==> config.mk <==
export PLATFORM = sky130hd
export DESIGN_NAME = iterative_half_add_ctrl
export DESIGN_NICKNAME = d
export VERILOG_FILES = /design/src/rtl/iterative_half_add_ctrl.sv
export SDC_FILE = /design/constraint.sdc
export NUM_CORES = 1
export LEC_CHECK = 0
export CAP_MARGIN = 10
export CORE_UTILIZATION = 30
export CTS_CLUSTER_SIZE = 25
export DETAILED_ROUTE_END_ITERATION = 10
export PLACE_DENSITY_LB_ADDON = 0.05
export SLEW_MARGIN = 20
export SYNTH_ARGS = -nofsm -noshare
export SYNTH_HDL_FRONTEND = slang
export SYNTH_SLANG_ARGS = --single-unit
==> constraint.sdc <==
create_clock -name clk -period 1.7 [get_ports clk]
set_input_delay 0.34 -clock clk [delete_from_list [all_inputs] [get_ports clk]]
set_output_delay 0.34 -clock clk [all_outputs]
set_load 0.01 [all_outputs]
==> src/rtl/iterative_half_add_ctrl.sv <==
// ----------------------------------------------------------------------------
// iterative_half_add_ctrl
//
// Multi-cycle N-bit adder. The sum is formed by repeated half-add steps on a
// partial-sum register x and a pending-carry register y. The loop stops as
// soon as no carries remain. Operands enter through a valid/ready handshake
// and the result leaves through another one. Only one operation is in flight
// at a time.
//
// Ports:
//   clk        rising-edge clock
//   rst_n      asynchronous active-low reset
//   in_valid   operand request valid
//   in_ready   block is idle and can accept operands
//   a, b, ci   N-bit operands and carry in, sampled at acceptance only
//   out_valid  result valid, held until out_ready
//   out_ready  consumer accepts result
//   c, co      sum (a+b+ci) mod 2^N and carry out, held between results
//   iters      number of carry-propagation steps for the presented result
//              (present only when ITERATIVE_HALF_ADD_CTRL_ITER_CNT_EN is
//              defined)
// ----------------------------------------------------------------------------
module iterative_half_add_ctrl #(
    parameter int unsigned N = 32
) (
    input  logic         clk,
    input  logic         rst_n,
    input  logic         in_valid,
    output logic         in_ready,
    input  logic [N-1:0] a,
    input  logic [N-1:0] b,
    input  logic         ci,
    output logic         out_valid,
    input  logic         out_ready,
    output logic [N-1:0] c,
    output logic         co
`ifdef ITERATIVE_HALF_ADD_CTRL_ITER_CNT_EN
    ,
    output logic [$clog2(N+1)-1:0] iters
`endif
);

    typedef enum logic [1:0] {StIdle, StRun, StDone} state_e;

    state_e       state_q, state_d;
    logic [N-1:0] x_q, x_d;
    logic [N-1:0] y_q, y_d;
    logic         acc_q, acc_d;   // carry out gathered while iterating
    logic [N-1:0] c_q, c_d;
    logic         co_q, co_d;
    logic         accept;

    // Step 0, taken directly from the operands.
    logic [N-1:0] load_x, load_y;
    logic         load_co;
    // One half-add step on the registered state.
    logic [N-1:0] step_x, step_y;
    logic         step_co;

    assign load_x  = a ^ b;
    assign load_y  = ((a & b) << 1) | {{(N-1){1'b0}}, ci};
    assign load_co = a[N-1] & b[N-1];

    assign step_x  = x_q ^ y_q;
    assign step_y  = (x_q & y_q) << 1;
    assign step_co = x_q[N-1] & y_q[N-1];

    always_comb begin
        state_d = state_q;
        x_d     = x_q;
        y_d     = y_q;
        acc_d   = acc_q;
        c_d     = c_q;
        co_d    = co_q;
        accept  = 1'b0;
        case (state_q)
            StIdle: begin
                if (in_valid) begin
                    accept = 1'b1;
                    x_d    = load_x;
                    y_d    = load_y;
                    acc_d  = load_co;
                    if (load_y == '0) begin
                        state_d = StDone;
                        c_d     = load_x;
                        co_d    = load_co;
                    end else begin
                        state_d = StRun;
                    end
                end
            end
            StRun: begin
                x_d   = step_x;
                y_d   = step_y;
                acc_d = acc_q | step_co;
                if (step_y == '0) begin
                    state_d = StDone;
                    c_d     = step_x;
                    co_d    = acc_q | step_co;
                end
            end
            StDone: begin
                if (out_ready) begin
                    state_d = StIdle;
                end
            end
            default: state_d = StIdle;
        endcase
    end

    always_ff @(posedge clk or negedge rst_n) begin
        if (!rst_n) begin
            state_q <= StIdle;
            x_q     <= '0;
            y_q     <= '0;
            acc_q   <= 1'b0;
            c_q     <= '0;
            co_q    <= 1'b0;
        end else begin
            state_q <= state_d;
            x_q     <= x_d;
            y_q     <= y_d;
            acc_q   <= acc_d;
            c_q     <= c_d;
            co_q    <= co_d;
        end
    end

    // Gated by rst_n so in_ready reads 0 while reset is held.
    assign in_ready  = (state_q == StIdle) && rst_n;
    assign out_valid = (state_q == StDone);
    assign c         = c_q;
    assign co        = co_q;

`ifdef ITERATIVE_HALF_ADD_CTRL_ITER_CNT_EN
    localparam int unsigned CntW = $clog2(N+1);

    logic [CntW-1:0] cnt_q, cnt_d;

    always_comb begin
        cnt_d = cnt_q;
        if (accept) begin
            cnt_d = '0;
        end else if (state_q == StRun) begin
            cnt_d = cnt_q + 1'b1;
        end
    end

    always_ff @(posedge clk or negedge rst_n) begin
        if (!rst_n) begin
            cnt_q <= '0;
        end else begin
            cnt_q <= cnt_d;
        end
    end

    assign iters = cnt_q;
`endif

endmodule

**Word-level counts from Yosys, hierarchy flattened**

Index checks and enable logic that the tools add are counted.
W data, S select, Z words.

- Flip-flop bits (word level): 100
- Word-level logic and storage cells: 47

- Equal/unequal tests: 6
- Mux-type cells: 19
- Bitwise gates (word level): 8
- Reduce and logical (&&, ||, !) cells: 8

Operators by type and width:

| cell | count |
|---|---|
| $pmux W32 S2 | 3 |
| $mux W32 | 5 |
| $logic_not A32 Y1 | 2 |
| $xor A32 B32 Y32 | 2 |
| $and A31 B31 Y31 | 2 |
| $or A32 B1 Y32 | 1 |
| $mux W2 | 4 |
| $ne A2 B2 Y1 const B | 3 |
| $pmux W2 S3 | 1 |
| $mux W1 | 4 |
| $pmux W1 S2 | 2 |
| $reduce_and A4 Y1 | 1 |
| $reduce_and A3 Y1 | 1 |
| $and A1 B1 Y1 | 2 |
| $eq A2 B1 Y1 const B | 1 |
| $eq A2 B2 Y1 const B | 1 |
| $logic_not A2 Y1 | 1 |
| $ne A2 B1 Y1 const B | 1 |
| $reduce_and A2 Y1 | 1 |
| $reduce_bool A2 Y1 | 1 |
| $logic_and A1 B1 Y1 | 1 |
| $or A1 B1 Y1 | 1 |

**Logic depth before layout (Yosys ltp)**

Gate-level depths: netlist of the first run.

- Depth after elaboration: 6
- Gate-level depth with buffers: 7
- Gate-level depth less buffers: 6

**Worst setup path before layout of the first run**

OpenSTA, ideal clock, no wires.

- Kind: input-to-reg
- From: in a[25]
- To: reg c_q[10], in the netlist c[10]
- Arrival time: 1.704 ns
- Required time: 1.575 ns
- Slack: -0.129 ns
- Cell stages on the path: 7
- Cell sequence: ha_1 nor4_1 nand4_1 nor4_2 a21oi_2 buf_6 mux2_2

- Cells in the longest elaborated chain, start to end: 5

Ends and longest elaborated chain:

| what | line | text |
|---|---|---|
| from (decl) | 30 | `input logic [N-1:0] a,` |
| $and A31 B31 Y31 | 61 | `assign load_y = ((a & b) << 1) \| {{(N-1){1'b0}}, ci};` |
| $or A32 B1 Y32 | 61 |  |
| $logic_not A32 Y1 | 83 | `if (load_y == '0) begin` |
| $ne A2 B2 Y1 (no line) | -- |  |
| $reduce_and A4 Y1 (no line) | -- |  |
| to (signal assigned) | 117 | `c_q <= '0;` |
| to (signal assigned) | 124 | `c_q <= c_d;` |
| to (decl) | 49 | `logic [N-1:0] c_q, c_d;` |

No other way between the ends.
A chain may end at the register's enable or synchronous reset.

**Worst setup path after layout of the first run**

- From: reg x_q[26]
- To: reg c_q[13], in the netlist c[13]

- Cells in the longest elaborated chain, start to end: 4

Ends and longest elaborated chain:

| what | line | text |
|---|---|---|
| from (decl) | 46 | `logic [N-1:0] x_q, x_d;` |
| from (signal assigned) | 114 | `x_q <= '0;` |
| from (signal assigned) | 121 | `x_q <= x_d;` |
| $and A31 B31 Y31 | 65 | `assign step_y = (x_q & y_q) << 1;` |
| $logic_not A32 Y1 | 96 | `if (step_y == '0) begin` |
| $ne A2 B2 Y1 (no line) | -- |  |
| $reduce_and A4 Y1 (no line) | -- |  |

No other way between the ends.

==> results.md, run 1 <==
* Peak Freq at approximately 470 MHz
* First-pass GRT wire length at 23.7 mm
* Syn_area_per_cell at ~13 sq um
* Worst reg-to-reg setup slack at -430 ps
* Met3 Use GR at 0.0231
* Met1 GRT Util at 0.245
* # fillers at 1,572
* Slew Limit Fails at 0
* Row cnt at 48
* Yosys top cell area share at 0.465
* Largest net degree at the start of global routing at 100
* CTS Sinks at 100
* H-tree depth at 3
* VDD IR max at roughly 760 uV
* Final setup viols at a little under 70
* DRT antenna net count at 0
* IO Port Bufs at roughly 100
* Outcome: finished, violations left
* Share of layout cells above drive strength 1 at 0.454
* I/O Pins at 104
* Async SR Flop Fraction at 1.00
* Die Ht at between 100 and 150 um
* Crit path cell chain: ha_2, nor4_4, nand4_1, nor2_2, a21oi_4, buf_6, buf_16, mux2_2
* Cell Area, Synth at between 5000 and 6000 sq um
* Worst clock skew at 7.74 ps
* Worst Reg2Reg Path Length in Cells at 8
* Worst Path Max Fanout at 5
* Synthesis-to-layout area growth at 62.5%
* Max stage delay cell, worst path: dfrtp_1
* Fin worst setup slack at -431 ps
* Clock latency on the worst-skew pair at between 300 and 400 ps
* Worst hold path type: input port to async pin
* Most instantiated library cell after synthesis: dfrtp_1
* EDFF count, synth at 0
* Crit path capture type: flip-flop
* Top Family by Delay on Critical Path: simple AND/OR/NAND/NOR gates
* LEAKAGE at 4.12 nW
* Longest Clk Path Bufs at 2
* Syn Inst Count at 421
* Clock-pin transition on the worst setup and hold timing paths at approximately 70 ps
* Final Hold Viols at 0
* Via count at slightly above 4,000
* DR DRC count at 0
* Post-synth top cells: 100 x dfrtp_1, 97 x mux2_2, 64 x ha_1, 32 x nand2_1, 32 x o21ai_0
* Number of global-route vias before repair at about 4,200
* Die Footprint at 18,500 sq um
* Initial antenna violation count at 1
* Drt wl/cell at 19.4 um
* Worst setup SP type: flip-flop
* Largest cells by area after synthesis: dfrtp_1 47%, mux2_2 20%, ha_1 15%
* Busiest grt layer: met2
* Yosys warns at 0
* Crit path kind: flip-flop to flip-flop
* Multi-input combinational cell area at between 3000 and 4000 sq um
* Actual slew at the worst max-slew pin at around 560 ps
* Total core area at ~17,000 sq um
* Reg2reg end: c[13]
* WHS at roughly 470 ps
* Unique masters post-synth at 26
* CTS tree: done
* Power density over cell area at between 1500 and 2000 nW/um^2
* Die width at 136 um
* Relative slew margins at 0.627
* Buffers and inverters on the worst path at 2
* Vias per cell at 4.84
* Dominant synthesized flop cell: dfrtp_1
* Worst Path Arrival at 2360 ps
* Clk root buf: clkbuf_16
* Post-Route WL at 16.5 mm
* Failing checks: negative setup slack
* Antenna cells at 0
* M2 GR Usage at 0.273
* Syn Nets at roughly 550
* Register area share after synthesis at 0.465
* Synth Register Bits at 100
* DR pass1 iterations at 4
* FF/Latch Area at 2500 sq um
* HPWL Detailed at 10.1 mm
* Starting Density at 0.309
* Number of buffers created by CTS at 9
* Slowest stage delay, CP at approximately 400 ps
* Fin crit period at ~2100 ps
* Max-Cap Viols at 0
* R2r startpoint: x_q[26]
* NumNets Final at ~760
* GRT Overall Usage at 0.174
* Total grt overflow at 0
* Placer Congestion at 0.747
* CP Data Required Time at 1930 ps
* Initial DRC Count at between 100 and 150
* RSZ-0062 raised after global routing: yes
* Final core utilization at 0.502
* Area leader, netlist: dfrtp_1
* Period Utilization, post-route at 1.25
==> layout make-up <==
type,instances,area share
sequential,100,0.286
multi-input combinational,296,0.397
inverter,3,0.00129
timing repair buffer,216,0.255
clock buffer,12,0.0270
tap,225,0.0322
clock inverter,3,0.00172
==> layer usage <==
layer / wire length, um / up-vias
met5: 0 / -
li1: - / 1968
met3: 574 / 13
met4: 199 / 0
met1: 8190 / 2072
met2: 7580 / 85
==> state kept, by name (all words and copies together), names as in the netlist <==
name	cells
acc_q	1
c	32
co	1
state_q	2
x_q	32
y_q	32
==> stage by stage <==
stage | total power (W) | TNS, ps | cell area (sq um) | setup WS, ps | cells
6_report | 0.0169 | -13760 | 8740 | -431 | 855
5_1_grt | 0.0180 | -18860 | 8740 | -516 | 855
4_1_cts | 0.0154 | -13490 | 8180 | -414 | 822
3_5_place_dp | 0.0117 | -46080 | 7170 | -1140 | 779
3_3_place_gp | 0.0115 | -46040 | 7170 | -1150 | 779
2_1_floorplan | 0.00871 | -2210 | 5480 | -102 | 421
==> logic make-up after synthesis <==
kind of cell	after synthesis	synth area share
buffers and inverters	25	0.0260
AO/OA/AOI/OAI	42	0.0428
flip-flops	100	0.465
AND/OR/NAND/NOR	62	0.0567
adder cells (fa/ha/maj)	64	0.149
multiplexers	128	0.261
==> timing repair <==
action,in CTS,in global routing
buffers inserted,23,34
gates cloned,8,7
pin swaps,23,9
setup endpoints to repair,49,76
gates resized for setup,170,105
hold endpoints to repair,1,0
hold buffers,1,0
==> placed cells by master, fill, tap and decap left out, types with 2 or more instances in the layout <==
master and instances:
mux2_2 31, nand2_1 31, mux2i_1 31, clkbuf_1 3, buf_16 5, o21ai_1 18, nor4_2 4, clkdlybuf4s50_1 41
nand4_1 4, ha_4 18, dlygate4sd2_1 53, buf_6 23, clkdlybuf4s15_1 5, nor2_1 2, buf_12 7, ha_1 29
buf_8 5, clkinv_2 3, nand2b_1 2, ha_2 17, nor4_4 9, dfrtp_1 98, dfrtp_2 2, nor4_1 3
buf_4 69, nor2b_4 2, clkbuf_16 15, mux2_4 66, o21ai_0 13, inv_1 3, a21oi_1 3
==> where the power goes <==
group          internal (W)  switching, W
logic               0.00665       0.00405
registers           0.00363      0.000712
clock network      0.000981      0.000898
total                0.0113       0.00566
==> how the worst max path moves through the flow <==
stage | start | endpoint | slack, ps | depth (start not counted)
2_1_floorplan | a[13] | c[10] | -100 | 7
3_3_place_gp | a[4] | c[10] | -1150 | 9
3_5_place_dp | a[4] | c[10] | -1140 | 9
4_1_cts | x_q[28] | c[10] | -410 | 8
5_1_grt | y_q[26] | c[13] | -520 | 8
6_report | x_q[26] | c[13] | -430 | 8
==> worst min-delay path: cells and delay by family <==
kind / cells / cell delay (ps)
buffers and inverters: 3 / 800
(Power assumes the default switching activity.)
==> inputs of run 2 (changes only) <==
--- a/config.mk
+++ b/config.mk
@@ -6,6 +6,7 @@
 export NUM_CORES = 1
 export LEC_CHECK = 0
 export CAP_MARGIN = 10
+export CORE_ASPECT_RATIO = 0.5
 export CORE_UTILIZATION = 30
 export CTS_CLUSTER_SIZE = 25
 export DETAILED_ROUTE_END_ITERATION = 10
==> run 2 against run 1 <==
Effect of this change:
- the run still ends with negative setup slack left
- highest routed layer unchanged
- clock power grew 18%
- critical path type is now input port to flip-flop
- clock skew grew 3.2 ps
- sequential cell count is the same
- sequential share of layout area up 2.4 points
- utilization fell by 4.0 points
- largest power group unchanged
- worst hold slack worse by 430 ps
- first-iteration DRC count did not move
- final cell count decreased by 4.7%
- cell area decreased by 7.8%
- non-clock buffer count is 48 lower
==> results.md, run 2 (synthesis results as in run 1) <==
* DRT antenna net count at 0 (unchanged)
* Worst hold path type: input port to async pin
* Fin worst setup slack at -388 ps (+43.2 ps)
* Post-Route Setup TNS at -12,790 ps (+971 ps)
* Worst Path Arrival at 2320 ps (-40 ps)
* Total grt overflow at 0 (unchanged)
* Slew Limit Fails at 0 (unchanged)
* Actual slew at the worst max-slew pin at 437 ps (-122 ps)
* DP Cell Count at 782 (+0.39%)
* Initial antenna violation count at 1 (unchanged)
* Worst setup SP type: input port
* First-pass GRT wire length at 22.6 mm (-4.8%)
* Clock-pin transition on the worst setup and hold timing paths at 70 ps (about the same)
* Longest Clk Path Bufs at 2 (unchanged)
* RSZ-0062 raised after global routing: yes
* CTS Hold Bufs at 0 (-1)
* Die Footprint at 18,500 sq um (+0.18%)
* Failing checks: negative setup slack
* DR DRC count at 0 (unchanged)
* Initial DRC Count at 144 (unchanged)
* Final setup viols at 46 (-33%)
* Final Hold Viols at 0 (unchanged)
* Placer Congestion at 0.725 (-3.0%)
* Most common cell after layout, fill and taps aside: dfrtp_1
* Worst clock skew at 11.0 ps (+3.21 ps)
* Total core area at 17,400 sq um (+0.14%)
* Number of buffers created by CTS at 9 (unchanged)
* Drt wl/cell at 17.3 um (-11%)
* Number of global-route vias before repair at 4,046 (-4.5%)
* Worst Path Max Fanout at 19 (+14)
* Starting Density at 0.309 (-0.000443)
* Max-Cap Viols at 0 (unchanged)
* Peak Freq at 479 MHz (+2.1%)
* H-tree depth at 3 (unchanged)
* HPWL Detailed at 10.0 mm (-0.18%)
* Antenna cells at 0 (unchanged)
* LEAKAGE at 3.70 nW (-10%)
* Relative slew margins at 0.709 (+0.0816)
* VDD IR max at 728 uV (-4.5%)
* Final core utilization at 0.462 (-0.0400)
* CTS tree: done
* NumNets Final at 711 (-6.3%)
* Synthesis-to-layout area growth at 49.8%
* Crit path capture type: flip-flop
* Fin crit period at 2090 ps (-43.2 ps)
* Outcome: finished, violations left
* Crit path kind: input port to flip-flop
* IO Port Bufs at 103 (unchanged)
* Clk root buf: clkbuf_16
* I/O Pins at 104 (unchanged)
* Finished Layout Cells at 815 (-4.7%)
* CP Data Required Time at 1930 ps (about the same)
* Largest net degree at the start of global routing at 76 (-24%)
* # fillers at 1,652 (+5.1%)
* CTS Sinks at 100 (unchanged)
* Power density over cell area at 1870 nW/um^2 (-3.1%)
* Commonest cells after routing, fill and taps aside: 98 x dfrtp_1, 62 x mux2_2, 62 x clkdlybuf4s50_1
* Die width at 191 um (+41%)
* Die Ht at 96.7 um (-29%)
* Row cnt at 34 (-29%)
* Share of layout cells above drive strength 1 at 0.387 (-0.0667)
* GRT Overall Usage at 0.161 (-0.0128)
* Period Utilization, post-route at 1.23 (-0.0254)
* Via count at 3,771 (-8.9%)
* Vias per cell at 4.63 (-4.4%)
* Clock latency on the worst-skew pair at 350 ps (about the same)
* Post-Route WL at 14.1 mm (-15%)
* DR pass1 iterations at 4 (unchanged)
-- run 2: changes by cell type in the layout (fill, tap and decap cells not counted), moves of 5 or more --
cell             delta
buf_8               -5
mux2_4             -31
clkdlybuf4s50_1    +21
buf_6              -20
mux2_2             +31
buf_4              -20
ha_1                +9
o21ai_1            -15
clkdlybuf4s15_1     -5
o21ai_0            +16
dlygate4sd2_1      -14
ha_2                -5
-- run 2: metrics by stage --
stage	setup slack (ps)	hold WS (ps)	total power, W	area, sq um
3_5_place_dp	-1320	417	0.0115	7130
2_1_floorplan	-102	44.4	0.00871	5480
5_1_grt	-477	71.6	0.0162	8060
6_report	-388	36.4	0.0151	8060
4_1_cts	-403	43.0	0.0151	7950
3_3_place_gp	-1320	426	0.0115	7130
-- run 2: final timing paths --
kind	cells past startpoint	endpoint	start	slack [ps]
max	9	c[15]	a[10]	-390
min	2	x_q[8]	rst_n	40
min reg2reg	2	y_q[11]	y_q[11]	490
min in group clk	2	y_q[11]	y_q[11]	490
max in group asynchronous	3	state_q[0]	rst_n	880
max reg2reg	8	c[15]	x_q[26]	-370
-- run 2: timing repair --
item | CTS | global route
pin swaps | 13 | 0
resized for setup | 120 | 18
setup buffers | 12 | 7
gates cloned | 4 | 2
endpoints found under the setup margin | 51 | 89
-- run 2: worst max-delay path, cell delays in order --
cell	delay, ps
dlygate4sd2_1	260
ha_4	170
nor4_4	380
nand4_1	170
buf_4	170
nor4_4	240
a21oi_4	100
buf_12	180
mux2_2	280
-- run 2: layer usage --
metal,up-vias,track usage,routed length [um],part of all wire
met4,0,0.0330,106,0.0075
met1,1841,0.239,7320,0.52
li1,1864,-,-,-
met5,-,0,0,0
met2,55,0.238,6140,0.44
met3,11,0.0356,512,0.036
-- run 2: power breakdown --
group | internal, W | total, W | leakage (nW) | switching, W
sequential | 0.00363 | 0.00431 | 1.23 | 0.000682
clock | 0.00131 | 0.00221 | 0.147 | 0.000894
combinational | 0.00525 | 0.00859 | 2.32 | 0.00334
total | 0.0102 | 0.0151 | 3.70 | 0.00492
-- run 2: layout make-up --
| cell class | instances | area, sq um | area share |
|---|---|---|---|
| sequential | 100 | 2500 | 0.311 |
| clock buffer | 10 | 239 | 0.0297 |
| multi-input combinational | 296 | 3250 | 0.404 |
| inverter | 3 | 11.3 | 0.00140 |
| timing repair buffer | 168 | 1680 | 0.209 |
| clock inverter | 4 | 75.1 | 0.00932 |
| tap | 234 | 293 | 0.0363 |
==> inputs of run 3 (changes only) <==
--- a/config.mk
+++ b/config.mk
@@ -7,6 +7,7 @@
 export LEC_CHECK = 0
 export CAP_MARGIN = 10
 export CORE_ASPECT_RATIO = 0.5
+export CORE_MARGIN = 2
 export CORE_UTILIZATION = 30
 export CTS_CLUSTER_SIZE = 25
 export DETAILED_ROUTE_END_ITERATION = 10
==> run 3 against run 2 <==
Effect of this change:
- the run still ends with negative setup slack left
- power grew 4.9%
- clock skew grew 1.0 ps
- worst hold slack gained 24 ps
- sequential share of layout area shrank 1.2 points
- register-to-register slack lost 70 ps
- die area grew 3.1%
- count of clock-buffer cells in the layout is the same
- global-route usage shrank 0.52 points
- cell area grew 4.1%
- largest power group unchanged
==> results.md, run 3 (synthesis results as in run 1) <==
* VDD IR max at 782 uV (+7.5%)
* Fin crit period at 2160 ps (+75.5 ps)
* RSZ-0062 raised after global routing: yes
* Period Utilization, post-route at 1.27 (+0.0444)
* WHS at 60.4 ps (+24.0 ps)
* Peak Freq at 462 MHz (-3.5%)
* Actual slew at the worst max-slew pin at 634 ps (+198 ps)
* Final core utilization at 0.480 (+0.0176)
* Worst clock skew at 12.0 ps (+1.04 ps)
* Row cnt at 34 (unchanged)
* Largest net degree at the start of global routing at 101 (+33%)
* Commonest cells after routing, fill and taps aside: 100 x dfrtp_1, 72 x mux2_2, 68 x buf_4
* DRT antenna net count at 0 (unchanged)
* Initial DRC Count at 161 (+12%)
* Clk root buf: clkbuf_16
* FF/Latch Area at 2500 sq um (about the same)
* Max stage delay cell, worst path: nor4_4
* Multi-input combinational cell area at 3230 sq um (-0.58%)
* Drt wl/cell at 18.0 um (+4.5%)
* Power density over cell area at 1890 nW/um^2 (+0.83%)
* Clock latency on the worst-skew pair at 340 ps (about the same)
* Share of layout cells above drive strength 1 at 0.423 (+0.0362)
* CP Data Required Time at 1930 ps (about the same)
* Antenna cells at 0 (unchanged)
* Relative slew margins at 0.577 (-0.132)
* NumNets Final at 744 (+4.6%)
* Die width at 193 um (+1.0%)
* Fin area at 8390 sq um (+4.1%)
* HPWL Detailed at 9.97 mm (-0.66%)
* Final Hold Viols at 0 (unchanged)
* Total core area at 17,500 sq um (+0.24%)
* CTS tree: done
* Die Footprint at 19,100 sq um (+3.1%)
* Placer Congestion at 0.740 (+2.1%)
* Die Ht at 98.7 um (+2.1%)
* Failing checks: negative setup slack
* Slew Limit Fails at 0 (unchanged)
* Outcome: finished, violations left
* Crit path capture type: flip-flop
* Most used cell, CP: nor4_4
* Total grt overflow at 0 (unchanged)
* Via count at 4,005 (+6.2%)
* Starting Density at 0.308 (-0.000751)
* Fin worst setup slack at -463 ps (-75.5 ps)
* Clock-pin transition on the worst setup and hold timing paths at 70 ps (about the same)
* Post-Route WL at 15.3 mm (+8.7%)
* Number of global-route vias before repair at 4,126 (+2.0%)
* Worst Path Max Fanout at 8 (-11)
* Initial antenna violation count at 0 (-1)
* H-tree depth at 3 (unchanged)
* Max-Cap Viols at 0 (unchanged)
* I/O Pins at 104 (unchanged)
* Area after DPL at 7180 sq um (+0.67%)
* Worst hold path type: input port to async pin
* DR DRC count at 0 (unchanged)
* Vias per cell at 4.72 (+2.1%)
* Most common cell after layout, fill and taps aside: dfrtp_1
* # fillers at 1,623 (-1.8%)
* Worst setup SP type: input port
* IO Port Bufs at 103 (unchanged)
* Worst Path Arrival at 2390 ps (+70 ps)
* Crit path cell chain: dlygate4sd2_1, ha_4, nor4_4, nand4_1, nor4_4, a21oi_4, buf_12, mux2_4
* Crit path kind: input port to flip-flop
* Number of buffers created by CTS at 9 (unchanged)
* Slowest stage delay, CP at 390 ps (about the same)
* Longest Clk Path Bufs at 2 (unchanged)
* Synthesis-to-layout area growth at 55.8%
* DR pass1 iterations at 4 (unchanged)
* LEAKAGE at 3.90 nW (+5.5%)
* First-pass GRT wire length at 22.9 mm (+1.6%)
* Final setup viols at 60 (+30%)
* CTS Sinks at 100 (unchanged)
* GRT Overall Usage at 0.156 (-0.00522)
-- run 3: cell types whose count changed in the layout (fill, tap and decap cells not counted), moves of 6 or more --
cell / before / now
buf_4: 49 / 68
buf_6: 3 / 12
o21ai_1: 3 / 20
dlygate4sd2_1: 39 / 24
dlymetal6s2s_1: 0 / 10
mux2_2: 62 / 72
o21ai_0: 29 / 12
mux2_4: 35 / 25
clkdlybuf4s15_1: 0 / 6
-- run 3: final timing paths --
kind                              start      end  slack, ps  depth (start not counted)
worst max-delay path               a[0]    c[10]       -460                          8
worst min-delay path              rst_n   x_q[7]         60                          2
worst max register to register  y_q[26]    c[10]       -440                          8
worst min register to register  y_q[29]  y_q[29]        490                          2
max in group asynchronous         rst_n  x_q[31]       1110                          2
min in group clk                  a[29]  y_q[30]        490                          4
-- run 3: power by group --
| group | internal (W) | switching (W) |
|---|---|---|
| sequential | 0.00362 | 0.000661 |
| clock | 0.00113 | 0.000918 |
| combinational | 0.00581 | 0.00371 |
-- run 3: routing by layer --
metal  share of wire  vias to the layer above  global-route usage
met5               0                        -                   0
met4          0.0074                        0              0.0282
met3           0.038                       11              0.0322
met2            0.43                       65               0.230
met1            0.53                     1996               0.236
li1                -                     1933                   -
-- run 3: final cells by class --
type                            instances  share of cell area
Multi-Input combinational cell        296               0.386
Sequential cell                       100               0.298
Timing Repair Buffer                  201               0.246
Tap cell                              234              0.0349
Clock buffer                           10              0.0273
Clock inverter                          4             0.00627
Inverter                                3             0.00134
-- run 3: repair_timing --
action / in CTS / in global routing
gates cloned: 4 / 4
endpoints found under the setup margin: 59 / 78
hold buffers: 0 / 0
gates resized for setup: 88 / 88
setup buffers: 10 / 27
hold endpoints to repair: 0 / 0
pin swaps: 5 / 24
-- run 3: critical path: cells and delay by family --
| family | cells | cell delay [ps] |
|---|---|---|
| and+or+nand+nor | 3 | 1000 |
| buffers and inverters | 2 | 450 |
| muxes | 1 | 290 |
| adders and majority gates | 1 | 170 |
| AOI/OAI and AO/OA | 1 | 130 |
-- run 3: through the flow --
| step | cells | worst slack [ps] | TNS [ps] | power [W] |
|---|---|---|---|---|
| floorplan | 421 | -102 | -2210 | 0.00871 |
| global placement | 790 | -1190 | -47820 | 0.0115 |
| detailed placement | 790 | -1240 | -49380 | 0.0116 |
| CTS | 817 | -489 | -14690 | 0.0148 |
| global route | 848 | -539 | -21370 | 0.0170 |
| finish | 848 | -463 | -17040 | 0.0158 |
